File: src/rtl/rib_arbiter.sv
// rtl/rib_arbiter.sv - four-master fixed-priority RIB bus arbiter with grant lock, timeout and pipeline hold
module rib_arbiter #(
  parameter int unsigned TIMEOUT = 16
) (
  input  logic        clk,
  input  logic        rst_n,
  input  logic [3:0]  req_i,
  input  logic [31:0] addr0_i,
  input  logic [31:0] addr1_i,
  input  logic [31:0] addr2_i,
  input  logic [31:0] addr3_i,
  input  logic [3:0]  we_i,
  input  logic [31:0] wdata0_i,
  input  logic [31:0] wdata1_i,
  input  logic [31:0] wdata2_i,
  input  logic [31:0] wdata3_i,
  output logic [3:0]  gnt_o,
  output logic [3:0]  ack_o,
  output logic [31:0] rd_data_o,
  output logic        err_o,
  output logic [2:0]  hold_flag_o,
  output logic        slv_req_o,
  output logic [31:0] slv_addr_o,
  output logic        slv_we_o,
  output logic [31:0] slv_wdata_o,
  input  logic        slv_ack_i,
  input  logic [31:0] slv_rdata_i
);

  typedef enum logic {
    IDLE = 1'b0,
    BUSY = 1'b1
  } state_e;

  // Last BUSY cycle count before a silent slave is forced to an error completion.
  localparam logic [7:0] TMO_LAST = 8'(TIMEOUT - 1);

  // Hold encodings shared with the pipeline hold-flag bus.
  localparam logic [2:0] HOLD_NONE = 3'b000;
  localparam logic [2:0] HOLD_PC   = 3'b001;
  localparam logic [2:0] HOLD_ID   = 3'b011;

  state_e      state_q, state_d;
  logic [1:0]  gnt_idx_q, gnt_idx_d;
  logic [7:0]  tmo_cnt_q, tmo_cnt_d;
  logic [3:0]  gnt_q, gnt_d;

  logic [1:0]  pri_idx;
  logic [31:0] sel_addr;
  logic [31:0] sel_wdata;
  logic        sel_req;
  logic        sel_we;

  // Fixed priority: core data read beats fetch beats debug beats DMA.
  always_comb begin
    pri_idx = 2'd3;
    if (req_i[0]) begin
      pri_idx = 2'd0;
    end else if (req_i[1]) begin
      pri_idx = 2'd1;
    end else if (req_i[2]) begin
      pri_idx = 2'd2;
    end
  end

  // Route the granted master's address, data and controls toward the slave.
  always_comb begin
    sel_addr  = addr0_i;
    sel_wdata = wdata0_i;
    case (gnt_idx_q)
      2'd1: begin
        sel_addr  = addr1_i;
        sel_wdata = wdata1_i;
      end
      2'd2: begin
        sel_addr  = addr2_i;
        sel_wdata = wdata2_i;
      end
      2'd3: begin
        sel_addr  = addr3_i;
        sel_wdata = wdata3_i;
      end
      default: begin
        sel_addr  = addr0_i;
        sel_wdata = wdata0_i;
      end
    endcase
    sel_req = req_i[gnt_idx_q];
    sel_we  = we_i[gnt_idx_q];
  end

  // State, grant index, timeout counter and registered grant vector.
  always_ff @(posedge clk or negedge rst_n) begin
    if (!rst_n) begin
      state_q   <= IDLE;
      gnt_idx_q <= 2'd0;
      tmo_cnt_q <= 8'd0;
      gnt_q     <= 4'b0000;
    end else begin
      state_q   <= state_d;
      gnt_idx_q <= gnt_idx_d;
      tmo_cnt_q <= tmo_cnt_d;
      gnt_q     <= gnt_d;
    end
  end

  // Next-state logic plus the combinational slave and completion outputs.
  always_comb begin
    state_d     = state_q;
    gnt_idx_d   = gnt_idx_q;
    tmo_cnt_d   = tmo_cnt_q;
    gnt_d       = gnt_q;
    ack_o       = 4'b0000;
    rd_data_o   = 32'd0;
    err_o       = 1'b0;
    slv_req_o   = 1'b0;
    slv_addr_o  = 32'd0;
    slv_we_o    = 1'b0;
    slv_wdata_o = 32'd0;

    case (state_q)
      IDLE: begin
        gnt_d = 4'b0000;
        if (|req_i) begin
          gnt_idx_d = pri_idx;
          gnt_d     = 4'b0001 << pri_idx;
          tmo_cnt_d = 8'd0;
          state_d   = BUSY;
        end
      end

      BUSY: begin
        slv_req_o   = sel_req;
        slv_addr_o  = sel_addr;
        slv_we_o    = sel_we;
        slv_wdata_o = sel_wdata;
        // Slave ack beats both withdrawal and timeout in the same cycle.
        if (slv_ack_i) begin
          ack_o     = 4'b0001 << gnt_idx_q;
          rd_data_o = slv_rdata_i;
          gnt_d     = 4'b0000;
          state_d   = IDLE;
        end else if (!sel_req) begin
          gnt_d   = 4'b0000;
          state_d = IDLE;
        end else if (tmo_cnt_q == TMO_LAST) begin
          ack_o   = 4'b0001 << gnt_idx_q;
          err_o   = 1'b1;
          gnt_d   = 4'b0000;
          state_d = IDLE;
        end else begin
          tmo_cnt_d = tmo_cnt_q + 8'd1;
        end
      end

      default: begin
        gnt_d   = 4'b0000;
        state_d = IDLE;
      end
    endcase
  end

  // Stall the pipeline while a core master is still waiting for completion.
  always_comb begin
    hold_flag_o = HOLD_NONE;
    if (req_i[0] && !ack_o[0]) begin
      hold_flag_o = HOLD_ID;
    end else if (req_i[1] && !ack_o[1]) begin
      hold_flag_o = HOLD_PC;
    end
  end

  assign gnt_o = gnt_q;

endmodule
File: config.mk
export PLATFORM = sky130hd
export DESIGN_NAME = rib_arbiter
export DESIGN_NICKNAME = d
export VERILOG_FILES = /design/src/rtl/rib_arbiter.sv
export SDC_FILE = /design/constraint.sdc
export NUM_CORES = 1
export LEC_CHECK = 0
export BUFFER_PORTS_ARGS = -buffer_cell sky130_fd_sc_hd__buf_2
export CAP_MARGIN = 20
export CORE_AREA = 2 2 161 163
export CTS_CLUSTER_SIZE = 8
export DETAILED_ROUTE_END_ITERATION = 8
export DIE_AREA = 0 0 163 165
export GPL_TIMING_DRIVEN = 0
export PLACE_DENSITY = 0.46
export RECOVER_POWER = 100
export REMOVE_ABC_BUFFERS = 1
export SLEW_MARGIN = 30
export SYNTH_ARGS = -nofsm -noshare
export SYNTH_HDL_FRONTEND = slang
export SYNTH_SLANG_ARGS = --single-unit
File: constraint.sdc
create_clock -name clk -period 1.95 [get_ports clk]
set_clock_uncertainty 0.05 [all_clocks]
set_input_delay 0.195 -clock clk [delete_from_list [all_inputs] [get_ports clk]]
set_output_delay 0.195 -clock clk [all_outputs]
set_load 0.03 [all_outputs]
### Word-level counts from Yosys, hierarchy flattened

Cells that the tools add are included.

* add/sub/neg operators: 1
* $lt $le $gt $ge: 1
* equal/unequal tests: 9
* shift-type cells: 2
* mux-type cells: 40
* bitwise operators: 1
* reduce and logical (&&, ||, !) cells: 7

Operators by type and width (number)
* 32-bit one-hot mux with 3 select lines: 2
* 32-bit two-way mux: 4
* 4-bit two-way mux: 8
* 8-bit two-way mux: 4
* 8-bit one-hot mux with 2 select lines: 1
* 1-bit two-way mux: 14
* 8-bit by 1-bit adder with 8-bit output, second input constant: 1
* 8-bit by 4-bit == test with 1-bit output, second input constant: 1
* 4-bit one-hot mux with 2 select lines: 1
* 1-bit by 2-bit << shifter with 4-bit output, first input constant: 2
* 2-bit two-way mux: 3
* 2-bit inequality test, second input constant: 3
* 1-bit binary-select mux with 2-bit select: 2
* 2-bit == test, second input constant: 2
* 4-bit by 3-bit inequality test with 1-bit output, second input constant: 1
* 4-bit AND reduction: 1
* 4-bit OR reduction: 1
* 2-bit by 3-bit < comparator with 1-bit output, second input constant: 1
* 2-bit by 1-bit == test with 1-bit output, second input constant: 1
* 1-bit logical AND: 2
* 1-bit logical NOT: 2
* 2-bit by 1-bit inequality test with 1-bit output, second input constant: 1
* 1-bit one-hot mux with 2 select lines: 1
* 2-bit AND reduction: 1
* 1-bit NOT: 1

* register bits: 15
* input port bits: 299
* word-level logic and storage cells: 65

### Depth between registers and ports, before layout

* depth in word-level cells: 9
* depth in mapped cells: 7

### Worst setup path before layout

Ideal clock, no wire load.

* path kind: reg-to-output
* start point: register tmo_cnt_q[0]
* end point: output port ack_o[3]
* arrival: 1.839 ns
* path slack: -0.134 ns
* stages on the path, launching flop included: 7
* buffers on the path: 1
* cells stage by stage: dfrtp_1 ha_1 and3_1 clkbuf_2 and2_1 a21oi_1 nor3b_1

* cells in the longest elaborated chain, start to end: 5

RTL lines
* start, declared: line 45 `logic [7:0] tmo_cnt_q, tmo_cnt_d;`
* start signal, assigned: line 102 `tmo_cnt_q <= tmo_cnt_d;`
* 8-bit by 4-bit == test with 1-bit output: line 146 `end else if (tmo_cnt_q == TMO_LAST) begin`
* 4-bit two-way mux: line 146
* 4-bit two-way mux: line 143 `end else if (!sel_req) begin`
* 4-bit two-way mux: line 138 `if (slv_ack_i) begin`
* 4-bit two-way mux: line 121 `case (state_q)`
* end, declared: line 18 `output logic [3:0] ack_o,`

Every way passes these cells.

### Final worst setup path

* start point: register gnt_idx_q[0]
* end point: output port slv_wdata_o[27]

* cells in the longest elaborated chain, start to end: 3
* elaborated cells between the ends (all ways): 5
* classes of those cells: eq/ne (3); mux (2)

RTL lines
* start, declared: line 44 `logic [1:0] gnt_idx_q, gnt_idx_d;`
* start signal, assigned: line 101 `gnt_idx_q <= gnt_idx_d;`
* 2-bit == test or 2-bit by 1-bit == test with 1-bit output (tied branches): line 70 `case (gnt_idx_q)`
* 32-bit one-hot mux with 3 select lines *: line 70
* 32-bit two-way mux *: line 121
* end, declared: line 25 `output logic [31:0] slv_wdata_o,`

Every way passes the cells marked *; elsewhere a longest branch is shown, timed or not.

==> results_dict.tcl <==
set metrics [dict create \
    fin_nets 1007 \
    synthFlopType "dfrtp_1" \
    fillers 2697 \
    setup.worst_path.class "flip-flop to primary output" \
    cp_max_fo 8 \
    cts.path.max_buffers 2 \
    ys_types 43 \
    busiest_layer "met2" \
    cts_tree "done" \
    numPortBuffers 407 \
    r2r_start "gnt_idx_q[0]" \
    hold_ws_ns 0.2638 \
    dr.pass1.iters 4 \
    avgRoutedWirePerCell_um 18.84 \
    first_iter_violations 205 \
    ios 409 \
    syn_avg_cell_area_sq_um 10.76 \
    clk_latency_ns 0.25 \
    setup_viol 69 \
    place_ws_ns -0.3122 \
    overflow 0 \
    start_util 0.1263 \
    grt_pass1_wl_um 26260 \
    synth_cells 294 \
    ctsRootBufferMaster "clkbuf_16" \
    worst_pin_slew_ns 0.8520 \
    numCtsBuffers 3 \
    path_clk_slew_ns 0.05 \
    area_growth_pct 112.9 \
    die_w_um 163 \
    cts.sinks 15 \
    n_antenna_cell 0 \
    violations "setup timing" \
    hp-start "req_i[0]" \
    multi_input_area_sq_mm 0.002823 \
    worst_ep_arrival_time_ns 1.92 \
    ys_top_cells_by_area "mux4_2 46%, and2_1 13%, dfrtp_1 12%" \
    antenna_left 0 \
    die-area_sq_mm 0.02690 \
    max_freq_mhz 460.9 \
    core_area_sq_mm 0.02504 \
    grt_pass1_vias 4370 \
    grt_util_met3 0.01607 \
    drv_cap 0 \
    post-synth-top-count-cell "and2_1" \
    crit_start "gnt_idx_q[0]" \
    power.share.combinational 0.915 \
    ir_drop_v 0.0006693 \
    use_met2 0.2392 \
    ys_seq_area_frac 0.1187 \
    clockPowerShare 0.038 \
    rsz0062_at_grt "yes" \
    synthesis.area_sq_mm 0.003163 \
    synth_top_cell_area_share 0.4628 \
    h-tree-depth 1 \
    sequential_cell_area_sq_um 389.1 \
    sw_frac_of_total 0.4616 \
    endpoint_kind "primary output" \
    slew_violations 0 \
    async_flop_share 1.000 \
    relSlewSlack 0.4320 \
    die_h_um 165 \
    ys_top_cells_by_count "67 x and2_1, 65 x mux4_2, 33 x and3_1" \
    hold_path_class "primary input to flip-flop" \
    yosysWarnings 0 \
    drc 0 \
    wl_um 19520 \
    power.density_mw_per_mm2 1588 \
    grt_usage 0.1294 \
    antenna_found_initial 4 \
    yosysTopAreaCell "mux4_2" \
    grt_max_degree 63 \
    layout_setup_ws_ns -0.2199 \
    fp-row-count 58 \
    p_seq_frac 0.048 \
    finalHoldViolCount 0 \
    min_period_ns 2.170 \
    finalCritPeriodShare 1.113 \
    vias_per_cell 4.200 \
    use_met1 0.1640 \
    hpwl_um 14310 \
    drive_gt1_frac 0.8428 \
    outcome "finished, violations left" \
    p_int_mw 5.756 \
    vias 4351 \
    required_ns 1.70 \
    leakagePower_nw 3.377 \
    place_congestion 0.7371 \
    setup.worst_path.start_class "flip-flop" \
    switchingPower_mw 4.934 \
    synth_edf_count 0 \
    synth-seq-cells 15 \
]
==> cells by family (layout without fill, tap and decap cells) <==
logic type | count (synthesis) | count (layout) | share of synthesized area
other | 1 | 1 | 0.001186
multiplexers | 68 | 68 | 0.4778
AND/OR/NAND/NOR | 135 | 135 | 0.2611
flip-flops | 15 | 15 | 0.1187
AO/OA/AOI/OAI | 34 | 34 | 0.08070
adder cells (fa/ha/maj) | 1 | 1 | 0.003955
buffers and inverters | 40 | 452 | 0.05656
==> layer usage <==
layer	share of wire	vias to the layer above	routed length [um]
li1	-	1980	-
met1	0.39	2145	7661
met2	0.54	207	10450
met3	0.063	15	1223
met4	0.0080	4	157
met5	0.0014	-	27
==> repair_timing <==
item                                    in CTS  in global routing
buffers inserted                            24                  3
endpoints found under the setup margin     118                 82
hold buffers                                 1                  0
resized for setup                          216                  8
pin swaps                                   22                  7
endpoints found under the hold margin       15                  0
gates cloned                                 6                  1
==> metrics by stage <==
step / TNS (ns) / power [mW] / cells / util / area [sq um]
4_1_cts: -11.55 / 10.77 / 1034 / 0.2675 / 6698
2_1_floorplan: -181.58 / 5.010 / 258 / - / 2999
3_5_place_dp: -9.027 / 7.327 / 999 / 0.2219 / 5555
6_report: -9.260 / 10.69 / 1036 / 0.2689 / 6733
3_3_place_gp: -313.98 / 5.678 / 995 / 0.2176 / 5449
5_1_grt: -14.22 / 11.26 / 1036 / 0.2689 / 6733
==> critical path, cell delays in order, from the launching register on <==
cell,delay [ns]
dfrtp_4,0.52
buf_12,0.16
buf_16,0.14
mux4_2,0.55
and2_4,0.17
buf_6,0.13
==> flip-flops by register name (all words and copies together), names as in the netlist <==
name       flops
gnt_idx_q      2
gnt_o          4
state_q        1
tmo_cnt_q      8
==> final timing paths <==
| check | end | slack [ns] | cells past startpoint |
|---|---|---|---|
| worst max-delay path | slv_wdata_o[27] | -0.22 | 5 |
| worst min-delay path | gnt_o[1] | 0.26 | 2 |
| worst max register to register | tmo_cnt_q[1] | 0.02 | 6 |
| worst min register to register | gnt_o[0] | 0.45 | 1 |
| max in group asynchronous | gnt_idx_q[0] | 0.70 | 2 |
| min in group asynchronous | state_q | 0.52 | 2 |
==> cell type report <==
| type | instances | area share |
|---|---|---|
| clock buffers | 3 | 0.01115 |
| clock inverters | 1 | 0.0007434 |
| inverters | 4 | 0.002230 |
| multi-input cells | 239 | 0.4193 |
| flip-flops and latches | 15 | 0.05780 |
| well taps | 330 | 0.06133 |
| repair buffers | 444 | 0.4475 |
==> cell usage in the layout (no fill, tap or decap), types with 2 or more instances in the layout <==
cell	Yosys	routed
buf_2	10	331
buf_6	1	69
and2_4	0	67
mux4_2	65	65
and3_1	33	32
buf_4	2	22
dfrtp_1	15	10
nor2_1	7	7
nand2_1	7	7
a31oi_1	7	7
buf_16	0	7
buf_12	0	6
a21oi_1	7	5
clkbuf_1	22	5
nor3_1	4	4
nand3_1	4	4
a22o_1	4	4
o21ai_0	4	4
nand2b_1	4	4
clkbuf_16	0	4
o22a_1	3	3
inv_1	3	3
dfrtp_4	0	3
a21oi_2	1	2
nand3b_1	2	2
mux2i_4	1	2
dfrtp_2	0	2
==> power by group through the flow <==
stage	combinational (mW)	sequential [mW]	clock, mW
5_1_grt	10.3	0.526	0.429
6_report	9.78	0.508	0.405
3_5_place_dp	6.48	0.848	0
3_3_place_gp	4.54	1.14	0
2_1_floorplan	3.98	1.03	0
4_1_cts	9.84	0.512	0.413
Note: power is estimated with default switching activity, not from simulation.
